## src/rtl/shift_reg_sequencer_pkg.sv

```systemverilog
// Shared definitions for the shift-register sequencer: FSM encoding, shift
// limit and the count clamp helper.
package shift_reg_sequencer_pkg;

    typedef enum logic [1:0] {
        ST_IDLE    = 2'd0,
        ST_LOAD    = 2'd1,
        ST_SHIFT   = 2'd2,
        ST_CAPTURE = 2'd3
    } state_e;

    localparam int DEFAULT_WIDTH = 8;
    localparam int MAX_SHIFT     = DEFAULT_WIDTH;

    // Requests longer than the register width behave as a full-width shift.
    function automatic int unsigned clamp_count(input logic [3:0] cnt,
                                                input int unsigned max_shift);
        int unsigned c;
        c = int'(cnt);
        return (c > max_shift) ? max_shift : c;
    endfunction

endpackage

```

## src/rtl/shift_reg_sequencer.sv

```systemverilog
// Drives an external parallel-load shift register: loads a value, shifts it N
// times in the requested direction, captures the result, then keeps it frozen.
module shift_reg_sequencer
    import shift_reg_sequencer_pkg::*;
#(
    parameter int WIDTH = MAX_SHIFT
) (
    input  logic             clk,
    input  logic             reset_n,
    input  logic             start,
    input  logic [WIDTH-1:0] data_in,
    input  logic             dir,
    input  logic [3:0]       shift_count,
    input  logic [WIDTH-1:0] q_in,
    output logic [WIDTH-1:0] i,
    output logic             load_enable,
    output logic             shift_left_right,
    output logic             busy,
    output logic             done,
    output logic [WIDTH-1:0] result,
    output state_e           dbg_state_o
);

    localparam int CW = ($clog2(WIDTH + 1) > 4) ? $clog2(WIDTH + 1) : 4;

    state_e           state_q, state_d;
    logic [WIDTH-1:0] data_q, data_d;
    logic             dir_q, dir_d;
    logic [CW-1:0]    rem_q, rem_d;
    logic [WIDTH-1:0] hold_q, hold_d;
    logic [WIDTH-1:0] result_q, result_d;
    logic [CW-1:0]    count_clamped;

    assign count_clamped = CW'(clamp_count(shift_count, WIDTH));

    always_ff @(posedge clk or negedge reset_n) begin
        if (!reset_n) begin
            state_q  <= ST_IDLE;
            data_q   <= '0;
            dir_q    <= 1'b0;
            rem_q    <= '0;
            hold_q   <= '0;
            result_q <= '0;
        end else begin
            state_q  <= state_d;
            data_q   <= data_d;
            dir_q    <= dir_d;
            rem_q    <= rem_d;
            hold_q   <= hold_d;
            result_q <= result_d;
        end
    end

    // Outside SHIFT the register is always parallel-loaded; IDLE feeds back
    // the captured value so its contents stay frozen.
    always_comb begin
        state_d     = state_q;
        data_d      = data_q;
        dir_d       = dir_q;
        rem_d       = rem_q;
        hold_d      = hold_q;
        result_d    = result_q;
        i           = hold_q;
        load_enable = 1'b0;
        done        = 1'b0;
        busy        = (state_q != ST_IDLE);

        case (state_q)
            ST_IDLE: begin
                i = hold_q;
                if (start) begin
                    data_d  = data_in;
                    dir_d   = dir;
                    rem_d   = count_clamped;
                    state_d = ST_LOAD;
                end
            end
            ST_LOAD: begin
                i       = data_q;
                state_d = (rem_q == '0) ? ST_CAPTURE : ST_SHIFT;
            end
            ST_SHIFT: begin
                i           = data_q;
                load_enable = 1'b1;
                rem_d       = rem_q - 1'b1;
                if (rem_q <= CW'(1)) begin
                    state_d = ST_CAPTURE;
                end
            end
            ST_CAPTURE: begin
                i        = q_in;
                done     = 1'b1;
                result_d = q_in;
                hold_d   = q_in;
                state_d  = ST_IDLE;
            end
            default: begin
                state_d = ST_IDLE;
            end
        endcase
    end

    assign shift_left_right = dir_q;
    assign result           = result_q;
    assign dbg_state_o      = state_q;

endmodule

```

## config.mk

```make
export PLATFORM = sky130hd
export DESIGN_NAME = shift_reg_sequencer
export DESIGN_NICKNAME = d
export VERILOG_FILES = /design/src/rtl/shift_reg_sequencer_pkg.sv /design/src/rtl/shift_reg_sequencer.sv
export SDC_FILE = /design/constraint.sdc
export NUM_CORES = 1
export LEC_CHECK = 0
export CAP_MARGIN = 20
export CORE_AREA = 2 2 55 57
export DETAILED_ROUTE_END_ITERATION = 8
export DIE_AREA = 0 0 57 59
export HOLD_SLACK_MARGIN = 0.03
export PLACE_DENSITY = 0.84
export SYNTH_ARGS = -nofsm -noshare
export SYNTH_HDL_FRONTEND = slang
export SYNTH_SLANG_ARGS = --single-unit
```

## constraint.sdc

```tcl
create_clock -name clk -period 4.6 [get_ports clk]
set_input_delay 0.92 -clock clk [delete_from_list [all_inputs] [get_ports clk]]
set_output_delay 0.92 -clock clk [all_outputs]
set_load 0.02 [all_outputs]
```

Word-level counts from Yosys, hierarchy flattened
Cells that the tools add are included.
Storage, ports and cells
  register bits: 23
  word-level logic and storage cells: 31
Operators by class
  add/sub/neg operators: 1
  $lt $le $gt $ge: 2
  equal/unequal tests: 5
  muxes and demuxes: 10
  reductions and logical operators: 8
Operators by type and width (number)
  one-hot mux 8 bit (3 select lines): 1
  two-way mux 4 bit: 2
  one-hot mux 2 bit (4 select lines): 1
  one-hot mux 4 bit (2 select lines): 1
  AND reduction 2 bit: 3
  == test 2 bit, second input constant: 2
  greater-than comparator 4 bit, second input constant: 1
  <= comparator 4 x 1 -> 1 bit, second input constant: 1
  logical NOT 4 bit: 1
  two-way mux 2 bit: 2
  inequality test 2 bit, second input constant: 2
  nonzero test 2 bit: 2
  subtractor 4 x 1 -> 4 bit, second input constant: 1
  two-way mux 1 bit: 3
  == test 2 x 1 -> 1 bit, second input constant: 1
  logical NOT 2 bit: 1
  OR reduction 2 bit: 1

Logic depth before layout (Yosys ltp)
  word-level depth: 4
  mapped depth: 6
  gate-level depth less buffers: 6

Worst setup path after synthesis
OpenSTA, ideal clock, no wires.
  path type: reg2out
  start point: reg state_q[1] (netlist: dbg_state_o[1])
  end point: out i[1]
  arrival: 1837 ps
  data required time: 3680 ps
  setup slack: 1843 ps
  stages on the path, launching flop included: 6
  buffers on the path: 2
  path through: dfrtp_1 > ha_1 > buf_2 > buf_2 > a22oi_1 > o21ai_0
On the way
  longest elaborated chain between the ends: 3
  elaborated cells on any way between the ends: 6
RTL lines
  from (decl): RTL line shift_reg_sequencer.sv:26  | state_e state_q, state_d;
  from (signal assigned): RTL line shift_reg_sequencer.sv:45  | state_q <= state_d;
  == test 2 bit or == test 2 x 1 -> 1 bit (tied branches): RTL line shift_reg_sequencer.sv:68  | case (state_q)
  OR reduction 2 bit (no source line)
  one-hot mux 8 bit (3 select lines) *: RTL line shift_reg_sequencer.sv:68
  to (decl): RTL line shift_reg_sequencer.sv:15  | output logic [WIDTH-1:0] i,
Mark *: on every way between the ends. The rest lies on a longest branch, timed or not.

Worst setup path in the final report
  start point: reg state_q[0] (netlist: dbg_state_o[0])
  end point: out i[2]
The elaborated chain is that of the path after synthesis.

==> metrics.csv <==
stage;metric;value;unit
detailed_routing;drt first-iter violations;19;
power_and_ir_drop;total power;1.44;mW
placement;port bufs;45;
power_and_ir_drop;Sequential Power Share;0.275;
clock_tree;CTS sink cnt;23;
power_and_ir_drop;internal power;810;uW
worst_setup_path;source of the critical timing path;dbg_state_o[0]$_DFFE_PN0P_;
power_and_ir_drop;Clock power frac;0.066;
placement;placer congestion estimate;0.766;
die;Initial Util;0.462;
power_and_ir_drop;Max IR drop VDD;0.000476;V
worst_setup_path;largest fanout on the critical path;17;
detailed_routing;M1 wire length;1130;um
grt;pin count of the biggest net entering global routing;24;
worst_setup_path;slowest CP cell;clkdlybuf4s50_1;
die;core area;2710;um^2
power_and_ir_drop;Power Dens Cells;819;nW/um^2
synth;Synth area leaders;dfrtp_1 (46%), mux2_2 (15%), ha_1 (6.0%);
power_and_ir_drop;Comb pwr share;0.659;
flow_run;# Max-Cap Violations;0;
timing;Final Max Tran Viols;0;
synth;Yosys warning count;0;
finish;Area Growth Syn to Fin;40.5;%
die;io pins;46;
min_path;min-delay src;data_q[3]$_DFFE_PN0P_;
finish;share of cells above drive strength 1;0.181;
clock_tree;CTS tree;done;
power_and_ir_drop;Net Sw Frac;0.438;
synth;Avg Inst Size Synth;11.3;um^2
timing;final hold vios;0;
clock_tree;Resize count post-CTS;0;
detailed_routing;Final ANT Viol Nets;0;
grt;vias in the first global route;1078;
timing;Final Skew;0.0135;ns
detailed_routing;Avg WL per Cell;15.3;um
detailed_routing;drt total wl;2840;um
detailed_routing;top sig layer;met4;
clock_tree;clk_lat worst skew;0.32;ns
synth;number of distinct library cells after synthesis;31;
detailed_routing;number of vias after detailed routing;1025;
timing;RSZ-0062 raised after global routing;false;
synth;Synth Instances;111;
detailed_routing;Vias per Instance;5.51;
timing;Final setup violation count;0;
worst_setup_path;crit path launch type;register;
timing;post-layout minimum cycle time;3.47;ns
grt;initial antenna violation count;0;
worst_setup_path;Critical Path RT;3.68;ns
worst_setup_path;critical-path cell list;ha_1, a22oi_1, o21ai_0, clkdlybuf4s50_1;
worst_setup_path;reg2reg start;dbg_state_o[0]$_DFFE_PN0P_;
timing;PnR worst setup slack;1.13;ns
power_and_ir_drop;switching power;632;uW
die;Site Rows;19;
worst_setup_path;Crit path largest cell delay;0.69;ns
timing;max_slew headroom;0.483;
detailed_routing;WL met2;1490;um
worst_setup_path;arrival time worst endpoint;2.55;ns
detailed_routing;DR WL met3;125;um
die;Chip Height;59;um
clock_tree;Max Root-Sink Buffers;2;
clock_tree;Reg clk slew, reported paths;0.14;ns
placement;hpwl dp;2150;um
die;Die X;57;um
clock_tree;Root Driver;clkbuf_4;
synth;Synth top area share;0.460;
finish;# diodes;0;
die;DIE AREA;3360;um^2
synth;synthesized flop and latch total;23;
worst_setup_path;CP Capture Type;output pin;
min_path;Hold Path Class;reg2reg;
synth;Mapped Area;1250;um^2
grt;first-pass GRT wire length;4570;um
clock_tree;H-tree depth;1;
synth;Seq/Total Area, Yosys;0.460;
clock_tree;Setup Buffers After CTS;0;
run_status;status;finished clean;
clock_tree;TritonCTS buffer count;3;
finish;Final #Nets;186;
timing;post-route clock period utilization;0.754;
synth;post-synth top area cell;dfrtp_1;
placement;pre-CTS WS;1.26;ns
worst_setup_path;Setup CP Type;reg2out;
grt;GRT Total Usage;0.176;
timing;Worst Tran Pin Value;0.776;ns
grt;gr ovfl total;0;
power_and_ir_drop;Leak;0.732;nW
timing;Final TNS setup;0;ns
synth;total nets after synthesis;141;
clock_tree;CTS Hold Bufs;0;
detailed_routing;number of remaining DRC errors;0;
timing;f_max;0.288;GHz
detailed_routing;DR pass1 iterations;4;
## layer usage
metal  vias to the layer above  GRT usage
met3                         8     0.0284
li1                        489          -
met1                       494      0.200
met5                         -          0
met4                         0     0.0897
met2                        34      0.320
## layout by cell type, fill, tap and decap left out, types with 3 or more instances in the layout
cell type / n
nor2_1: 3
a22oi_1: 8
nand2_1: 8
mux2_2: 17
inv_1: 6
clkbuf_4: 3
a21oi_1: 5
dfrtp_1: 23
ha_1: 6
clkdlybuf4s50_1: 45
o21ai_0: 9
## critical path, delay by kind of cell (launching register included)
kind / cells / cell delay, ns
fa+ha+maj: 1 / 0.62
compound gates: 2 / 0.46
buf+inv: 1 / 0.69
flops: 1 / 0.46
## logic make-up (layout without fill, tap and decap cells)
family	Yosys count	in the layout	share of synthesized area
AO/OA/AOI/OAI	33	33	0.180
AND/OR/NAND/NOR	17	17	0.0669
adder cells (fa/ha/maj)	6	6	0.0599
buffers and inverters	13	57	0.0509
flip-flops	23	23	0.460
multiplexers	19	19	0.183
## final timing paths
kind	cells after the start	endpoint	slack, ns
max	4	i[2]	1.13
min	1	data_q[3]$_DFFE_PN0P_	0.52
max reg2reg	6	rem_q[3]$_DFFE_PN0P_	2.47
min reg2reg	1	data_q[3]$_DFFE_PN0P_	0.52
max in group asynchronous	2	data_q[6]$_DFFE_PN0P_	3.29
min in group asynchronous	1	result[4]$_DFFE_PN0N_	0.88
## sequential cells by signal (all words and copies together), names as in the netlist
signal	count
shift_left_right	1
rem_q	4
dbg_state_o	2
result	8
data_q	8
## power groups by stage
stage / logic (mW) / clock network (mW) / registers, mW
2_1_floorplan: 0.546 / 0 / 0.441
5_1_grt: 1.02 / 0.109 / 0.411
3_3_place_gp: 0.920 / 0 / 0.386
3_5_place_dp: 0.949 / 0 / 0.400
4_1_cts: 0.954 / 0.0980 / 0.395
6_report: 0.949 / 0.0957 / 0.396
## cell usage after synthesis, drive strengths merged
cell     number
a211oi        1
a21o          1
a21oi         5
a22oi         8
a2bb2oi       1
a31oi         2
buf           6
dfrtp        23
ha            6
inv           7
mux2         18
mux2i         1
nand2         9
nand2b        1
nand3         1
nand3b        1
nor2          3
nor3          1
nor3b         1
o21ai        11
o22a          1
o31ai         3
## per-stage QoR
| step | hold slack [ns] | instance area (um^2) | utilization | instances |
|---|---|---|---|---|
| 2_1_floorplan | 0.473 | 1250 | - | 111 |
| 3_3_place_gp | 0.487 | 1700 | 0.629 | 181 |
| 3_5_place_dp | 0.496 | 1700 | 0.629 | 181 |
| 4_1_cts | 0.526 | 1730 | 0.639 | 185 |
| 5_1_grt | 0.548 | 1760 | 0.649 | 186 |
| 6_report | 0.523 | 1760 | 0.649 | 186 |
## layout make-up
cell class | count | area [um^2]
clock buffers | 3 | 22.5
clock inverters | 1 | 5.00
fillers | 233 | 951
inverters | 7 | 26.3
multi-input cells | 75 | 613
flip-flops and latches | 23 | 576
well taps | 31 | 38.8
repair buffers | 46 | 478
(Power assumes the default switching activity.)
